--- src/rtl/uart_rx_sink.sv ---
// 8N1 UART receiver with a 2-flop input synchronizer, mid-bit sampling FSM and
// a byte FIFO drained over a valid/ready port.
module uart_rx_sink #(
  parameter int unsigned ClockFrequency = 50_000_000,
  parameter int unsigned BaudRate       = 115_200,
  parameter int unsigned FifoDepth      = 8
) (
  input  logic                               clk_sys_i,
  input  logic                               rst_sys_ni,
  input  logic                               uart_rx_i,
  output logic [7:0]                         rx_data_o,
  output logic                               rx_valid_o,
  input  logic                               rx_ready_i,
  output logic                               frame_err_o,
  output logic                               overflow_o,
  output logic [$clog2(FifoDepth+1)-1:0]     fifo_level_o
);

  localparam int unsigned ClksPerBit = ClockFrequency / BaudRate;
  localparam int unsigned HalfBit    = ClksPerBit / 2;
  localparam int unsigned CntW       = $clog2(ClksPerBit);
  localparam int unsigned PtrW       = $clog2(FifoDepth);
  localparam int unsigned LvlW       = $clog2(FifoDepth + 1);

  localparam logic [CntW-1:0] HalfCnt = CntW'(HalfBit - 1);
  localparam logic [CntW-1:0] BitCnt  = CntW'(ClksPerBit - 1);
  localparam logic [LvlW-1:0] FullLvl = LvlW'(FifoDepth);

  typedef enum logic [2:0] {
    StIdle,
    StStart,
    StData,
    StStop,
    StBreak
  } state_e;

  logic [1:0]      sync_q, sync_d;
  logic            rx_s;
  state_e          state_q, state_d;
  logic [CntW-1:0] cnt_q, cnt_d;
  logic [2:0]      idx_q, idx_d;
  logic [7:0]      shift_q, shift_d;
  logic            frame_err_q, frame_err_d;
  logic            overflow_q, overflow_d;
  logic            push;

  logic [7:0]      mem_q [FifoDepth];
  logic [7:0]      mem_d [FifoDepth];
  logic [PtrW-1:0] wr_ptr_q, wr_ptr_d;
  logic [PtrW-1:0] rd_ptr_q, rd_ptr_d;
  logic [LvlW-1:0] level_q, level_d;
  logic            pop, full, push_acc;

  // uart_rx_i is asynchronous; only the second flop output is ever used.
  assign sync_d = {sync_q[0], uart_rx_i};
  assign rx_s   = sync_q[1];

  always_comb begin
    state_d     = state_q;
    cnt_d       = cnt_q + CntW'(1);
    idx_d       = idx_q;
    shift_d     = shift_q;
    push        = 1'b0;
    frame_err_d = 1'b0;
    unique case (state_q)
      StIdle: begin
        cnt_d = '0;
        if (!rx_s) begin
          state_d = StStart;
        end
      end
      StStart: begin
        if (cnt_q == HalfCnt) begin
          cnt_d = '0;
          if (rx_s) begin
            state_d = StIdle;
          end else begin
            state_d = StData;
            idx_d   = '0;
          end
        end
      end
      StData: begin
        if (cnt_q == BitCnt) begin
          cnt_d          = '0;
          shift_d[idx_q] = rx_s;
          if (idx_q == 3'd7) begin
            state_d = StStop;
          end else begin
            idx_d = idx_q + 3'd1;
          end
        end
      end
      StStop: begin
        if (cnt_q == BitCnt) begin
          cnt_d = '0;
          if (rx_s) begin
            push    = 1'b1;
            state_d = StIdle;
          end else begin
            frame_err_d = 1'b1;
            state_d     = StBreak;
          end
        end
      end
      StBreak: begin
        // A line held low must return high before a new start is accepted.
        cnt_d = '0;
        if (rx_s) begin
          state_d = StIdle;
        end
      end
      default: begin
        cnt_d   = '0;
        state_d = StIdle;
      end
    endcase
  end

  assign full       = (level_q == FullLvl);
  assign rx_valid_o = (level_q != '0);
  assign pop        = rx_valid_o && rx_ready_i;
  // A simultaneous pop frees the slot, so a push into a full FIFO still lands.
  assign push_acc   = push && (!full || pop);
  assign overflow_d = push && full && !pop;

  always_comb begin
    mem_d    = mem_q;
    wr_ptr_d = wr_ptr_q;
    rd_ptr_d = rd_ptr_q;
    level_d  = level_q;
    if (push_acc) begin
      mem_d[wr_ptr_q] = shift_q;
      wr_ptr_d        = wr_ptr_q + PtrW'(1);
    end
    if (pop) begin
      rd_ptr_d = rd_ptr_q + PtrW'(1);
    end
    unique case ({push_acc, pop})
      2'b10:   level_d = level_q + LvlW'(1);
      2'b01:   level_d = level_q - LvlW'(1);
      default: level_d = level_q;
    endcase
  end

  always_ff @(posedge clk_sys_i) begin
    if (!rst_sys_ni) begin
      sync_q      <= 2'b11;
      state_q     <= StIdle;
      cnt_q       <= '0;
      idx_q       <= '0;
      shift_q     <= '0;
      frame_err_q <= 1'b0;
      overflow_q  <= 1'b0;
      wr_ptr_q    <= '0;
      rd_ptr_q    <= '0;
      level_q     <= '0;
      for (int i = 0; i < FifoDepth; i++) begin
        mem_q[i] <= '0;
      end
    end else begin
      sync_q      <= sync_d;
      state_q     <= state_d;
      cnt_q       <= cnt_d;
      idx_q       <= idx_d;
      shift_q     <= shift_d;
      frame_err_q <= frame_err_d;
      overflow_q  <= overflow_d;
      wr_ptr_q    <= wr_ptr_d;
      rd_ptr_q    <= rd_ptr_d;
      level_q     <= level_d;
      mem_q       <= mem_d;
    end
  end

  assign rx_data_o    = mem_q[rd_ptr_q];
  assign frame_err_o  = frame_err_q;
  assign overflow_o   = overflow_q;
  assign fifo_level_o = level_q;

endmodule

--- config.mk ---
export PLATFORM = sky130hd
export DESIGN_NAME = uart_rx_sink
export DESIGN_NICKNAME = d
export VERILOG_FILES = /design/src/rtl/uart_rx_sink.sv
export SDC_FILE = /design/constraint.sdc
export NUM_CORES = 1
export LEC_CHECK = 0
export BUFFER_PORTS_ARGS = -buffer_cell sky130_fd_sc_hd__buf_2
export CORE_MARGIN = 4
export CORE_UTILIZATION = 45
export DETAILED_ROUTE_END_ITERATION = 6
export HOLD_SLACK_MARGIN = 0.15
export PLACE_DENSITY = 0.65
export SYNTH_ARGS = -nofsm -noshare
export SYNTH_HDL_FRONTEND = slang
export SYNTH_SLANG_ARGS = --single-unit
export TNS_END_PERCENT = 5
--- constraint.sdc ---
create_clock -name clk_sys_i -period 3.6 [get_ports clk_sys_i]
set_input_delay 0.36 -clock clk_sys_i [delete_from_list [all_inputs] [get_ports clk_sys_i]]
set_output_delay 0.36 -clock clk_sys_i [all_outputs]
set_load 0.02 [all_outputs]
### Word level (Yosys, flattened, before mapping)

Index checks and enable logic that the tools add are counted.

| cells by class | value |
|---|---|
| add/subtract/negate cells | 6 |
| $mul | 0 |
| div/mod/pow operators | 0 |
| $lt $le $gt $ge | 5 |
| equality and inequality tests | 18 |
| shift operators | 0 |
| mux-type cells | 31 |
| bitwise gates (word level) | 2 |
| reduce and logical (&&, ||, !) cells | 18 |

Operators by type and width:

| cell | number |
|---|---|
| $bwmux W64 | 1 |
| $mux W3 | 11 |
| $bmux W8 S3 | 1 |
| $demux W8 S3 | 1 |
| $mux W8 | 3 |
| $mux W9 | 2 |
| $pmux W9 S2 | 1 |
| $ne A2 B2 Y1 const B | 8 |
| $pmux W3 S5 | 1 |
| $add A3 B1 Y3 const B | 3 |
| $add A9 B1 Y9 const B | 1 |
| $eq A9 B8 Y1 const B | 1 |
| $eq A9 B9 Y1 const B | 1 |
| $bwmux W8 | 1 |
| $ge A4 B4 Y1 const B | 2 |
| $not A3 Y4 | 2 |
| $pmux W4 S2 | 1 |
| $eq A3 B2 Y1 const B | 2 |
| $eq A3 B3 Y1 const B | 2 |
| $logic_and A1 B1 Y1 | 6 |
| $pmux W3 S2 | 1 |
| $reduce_and A6 Y1 | 1 |
| $mux W1 | 5 |
| $reduce_and A5 Y1 | 1 |
| other kinds (19) | 21 |

| storage, ports and cells | value |
|---|---|
| register bits | 101 |
| bits in latches | 0 |
| RAM bits | 0 |
| memory bits (read-only) | 0 |
| input bits | 4 |
| memories kept | 0 |

### Depth between registers and ports, before layout

| depth | value |
|---|---|
| depth in word-level cells | 6 |
| depth in mapped cells | 14 |
| depth with buffers taken out | 13 |

### Worst setup path after synthesis

No wires, ideal clock.

| path | value |
|---|---|
| kind | reg-to-reg |
| from | register level_q[1], in the netlist fifo_level_o[1] |
| to | register level_q[2], in the netlist fifo_level_o[2] |
| data arrival time | 2.633 ns |
| required time | 3.530 ns |
| setup slack | 0.897 ns |
| stages on the path, launching flop included | 12 |
| path buffers | 1 |
| cells stage by stage | dfxtp_1 > clkbuf_2 > or4_1 > nand2_1 > inv_1 > ha_1 > xor2_1 > ha_1 > a21oi_1 > xor2_1 > or3_1 > a21oi_1 |

| on the way | value |
|---|---|
| cells in the longest elaborated chain, start to end | 6 |
| elaborated cells between the ends (all ways) | 12 |

Ends and longest elaborated chain:

| what | line | text |
|---|---|---|
| from (decl) | 51 | `logic [LvlW-1:0] level_q, level_d;` |
| from (signal assigned) | 171 | `level_q <= level_d;` |
| $reduce_bool A4 Y1 (*) | 121 | `assign rx_valid_o = (level_q != '0);` |
| via rx_valid_o | 12 | `output logic rx_valid_o,` |
| $logic_and A1 B1 Y1 (*) | 122 | `assign pop = rx_valid_o && rx_ready_i;` |
| via pop | 52 | `logic pop, full, push_acc;` |
| $logic_or A1 B1 Y1 | 124 | `assign push_acc = push && (!full \|\| pop);` |
| $logic_and A1 B1 Y1 | 124 |  |
| $eq A2 B1 Y1 / $eq A2 B2 Y1 (equally long branches) | 139 | `unique case ({push_acc, pop})` |
| $pmux W4 S2 / $reduce_bool A2 Y1 (equally long branches) | - |  |

Mark *: on every way through the listed nets, which the timed path passes. The rest lies on a longest branch.
A chain may end at the register's enable or synchronous reset.

### Final worst setup path

| path | value |
|---|---|
| from | register cnt_q[0] |
| to | register level_q[2], in the netlist fifo_level_o[2] |

| on the way | value |
|---|---|
| cells in the longest elaborated chain, start to end | 6 |
| elaborated cells between the ends (all ways) | 8 |

Ends and longest elaborated chain:

| what | line | text |
|---|---|---|
| from (decl) | 40 | `logic [CntW-1:0] cnt_q, cnt_d;` |
| from (signal assigned) | 164 | `cnt_q <= cnt_d;` |
| $eq A9 B9 Y1 (*) | 95 | `if (cnt_q == BitCnt) begin` |
| $mux W1 (*) | 95 |  |
| $mux W1 (*) | 65 | `unique case (state_q)` |
| $logic_and A1 B1 Y1 (*) | 124 |  |
| $eq A2 B1 Y1 / $eq A2 B2 Y1 (equally long branches) | 139 |  |
| $pmux W4 S2 / $reduce_bool A2 Y1 (equally long branches) | - |  |

Mark *: on every way between the ends. The rest lies on a longest branch, timed or not.

==> results.md <==
- Gpl congestion: 0.853
- Drc violations: 0
- Crit path max fanout: 7
- Final HPWL DP: between 6 and 7 mm
- Final Core Density: 0.501
- CTS Buf Count: 9
- Worst setup margin: 616 ps
- Initial antenna violation count: 0
- Routed Antenna Nets: 0
- Vias: about 3400
- Slew HR: 0.372
- Total GRT Usage: 0.164
- CTS tree: yes
- Core area: 10400 µm²
- Synthesized netlist cell count: 471
- Number of synthesized flops with an enable pin: 0
- PwrDens: 366 nW/µm²
- Final WL: just under 10 mm
- Unique masters post-synth: 49
- Max-slew violations: 0
- Worst-path clk slew: ~100 ps
- Post-CTS Hold Buffers: 0
- Fmax achieved: 335 MHz
- Peak supply drop: 0.275 mV
- Share of post-route cells with drive strength above 1: 0.162
- Critical Path Source Type: register
- Arr. time, crit path: between 3000 and 4000 ps
- First drt pass iteration count: 4
- Hold crit path type: input pin to register
- Final Power: 1.91 mW
- Setup WS pre-CTS: 609 ps
- Die area: 12500 µm²
- Vias per cell: 5.51
- Root Driver: clkbuf_8
- Synthesis-to-layout area growth: 7.42%
- Antenna diodes: 0
- Worst Skew: ~16 ps
- Post-CTS Setup Bufs: 0
- Clock Sink Count: 101
- Syn Area/Cell: 10.3 µm²
- Io pins: 19
- Lkg Pwr: 1.77 nW
- Clock Tree Buf Depth: 2
- Synthesis Warnings: 0
- Top FF cell, synth: dfxtp_1
- FP Rows: 37
- Final period util: 0.829
- CTS H-Tree Depth: 3
- Routed WL per cell: about 16 µm
- Crit. End Element: register
- Asr flop ratio synth: 0
- GRT overflow: 0
- Routed met3 length: ~240 µm
- Syn Std Cell Area: 4850 µm²
- CP Class: register to register
- Register Area: 2020 µm²
- Post_cts resized: 0
- Starting density of the core: 0.466
- Yosys reg bits: 101
- Worst Tran Pin Value: about 940 ps
- Chip height: 112 µm
- Worst EP required: ~3900 ps
- Pin count of the biggest net entering global routing: between 40 and 50
- Status: complete, no violations
- Met2 WL: 4.79 mm
- Register area share after synthesis: 0.416
- Uppermost layer routed: met4
- Chip Width: 112 µm
- Tmin final: ~3000 ps
- Syn nets: 485
- Nets: 490
- Vias in the first global route: 3451
- I/O Buffers: 18
- Wl on met1: 4.61 mm
- RSZ-0062 raised after global routing: no
- Multi-input gate area: between 2000 and 3000 µm²
- First-pass GRT wire length: 16.8 mm
- Final setup TNS: 0 ps
- Reg2reg setup slack: 620 ps
- Starting DRT DRC Count: 189
- Max-cap violations: 0
- Final setup fails: 0
- Worst-skew pair later-pin latency: 370 ps
- Final hold viol count: 0
- Filler cell count: about 950
[layer usage]
layer	vias to the layer above	GRT usage
li1	1676	-
met3	10	0.0359
met1	1677	0.206
met5	-	0
met4	0	0.0511
met2	34	0.280
[registers in the layout (all words and copies together), names as in the netlist]
| register | flops |
|---|---|
| cnt_q | 9 |
| fifo_level_o | 4 |
| frame_err_o | 1 |
| idx_q | 3 |
| mem_q | 64 |
| overflow_o | 1 |
| rd_ptr_q | 3 |
| shift_q | 8 |
| state_q | 3 |
| sync_q | 2 |
| wr_ptr_q | 3 |
[worst max-delay path: stages (launching register included)]
cell	delay, ps
dfxtp_1	450
ha_1	190
and4bb_1	420
nand4_4	200
nor2b_1	290
inv_1	100
ha_1	250
xor2_1	160
ha_1	180
a21oi_1	140
xor2_1	90
or3_1	320
a21oi_1	150
[cell type report]
cell class,instances,share of cell area
clock buffer,11,0.0290
clock inverter,5,0.00792
inverter,9,0.00648
multi-input combinational,333,0.513
sequential,101,0.388
tap,136,0.0326
timing repair buffer,22,0.0230
[cells in the final DEF, fill, tap and decap left out, types with 2 or more instances in the layout]
cell type,netlist,final
nand3b_1,3,3
nor4b_1,3,3
and3b_1,3,3
buf_4,3,4
buf_2,4,18
o211ai_2,2,2
or4_1,4,4
inv_1,9,9
xor2_1,12,12
and3_2,2,2
nor3_4,4,4
nor4_1,2,2
nor3_1,4,4
clkinvlp_4,0,2
o21ai_0,7,7
o21a_1,8,8
mux2i_1,73,73
or3_1,5,5
nand2_1,87,87
mux2_2,8,8
dfxtp_1,101,101
clkbuf_8,0,11
inv_6,0,2
mux4_2,16,16
nor3b_1,5,5
ha_1,10,10
nor2b_1,2,2
o31ai_1,2,2
nand2b_1,8,8
nand4_1,5,5
nand3_1,10,10
nor4_4,4,4
a21oi_1,12,12
nor2_1,16,16
nand4b_1,2,2
[cells in the mapped netlist (4+ instances only)]
cell      count  share of area
or4_1         4         0.0062
buf_2         4         0.0041
nor3b_1       5         0.0077
nand3_1      10          0.010
nor3_4        4          0.013
clkbuf_1     14          0.011
dfxtp_1     101           0.42
buf_1         6         0.0046
nor3_1        4         0.0041
inv_1         9         0.0070
nor4_4        4          0.018
xor2_1       12          0.022
nand2_1      87          0.067
o21a_1        8          0.012
mux2_2        8          0.019
nand4_1       5         0.0064
a21oi_1      12          0.012
o21ai_0       7         0.0072
ha_1         10          0.026
mux2i_1      73           0.15
mux4_2       16          0.074
or3_1         5         0.0064
nor2_1       16          0.012
nand2b_1      8          0.010
[power breakdown]
group	switching [mW]	internal, mW	total, mW
combinational	0.0514	0.0296	0.0810
sequential	0.0156	1.12	1.14
clock	0.394	0.295	0.689
total	0.461	1.45	1.91
[cell families (layout without fill, tap and decap cells)]
kind of cell             Yosys count  count (layout)  share of synthesized area
AO/OA/AOI/OAI                     37              37                     0.0513
buffers and inverters             37              47                     0.0322
multiplexers                      97              97                      0.243
AND/OR/NAND/NOR                  176             176                      0.207
XOR/XNOR                          13              13                     0.0235
flip-flops                       101             101                      0.416
adder cells (fa/ha/maj)           10              10                     0.0258
[path summary, 6_finish.rpt]
path,start,endpoint,cells after the start
worst max-delay path,cnt_q[0],fifo_level_o[2],12
worst min-delay path,uart_rx_i,sync_q[0],2
worst max register to register,cnt_q[0],fifo_level_o[2],12
worst min register to register,sync_q[0],sync_q[1],1
[stage by stage]
step | hold WS, ps | area (µm²) | cells
6_report | 183 | 5220 | 617
3_5_place_dp | 395 | 5020 | 601
4_1_cts | 159 | 5220 | 617
5_1_grt | 171 | 5220 | 617
3_3_place_gp | 394 | 5020 | 601
2_1_floorplan | 386 | 4850 | 471
Note: power is estimated with default switching activity, not from simulation.
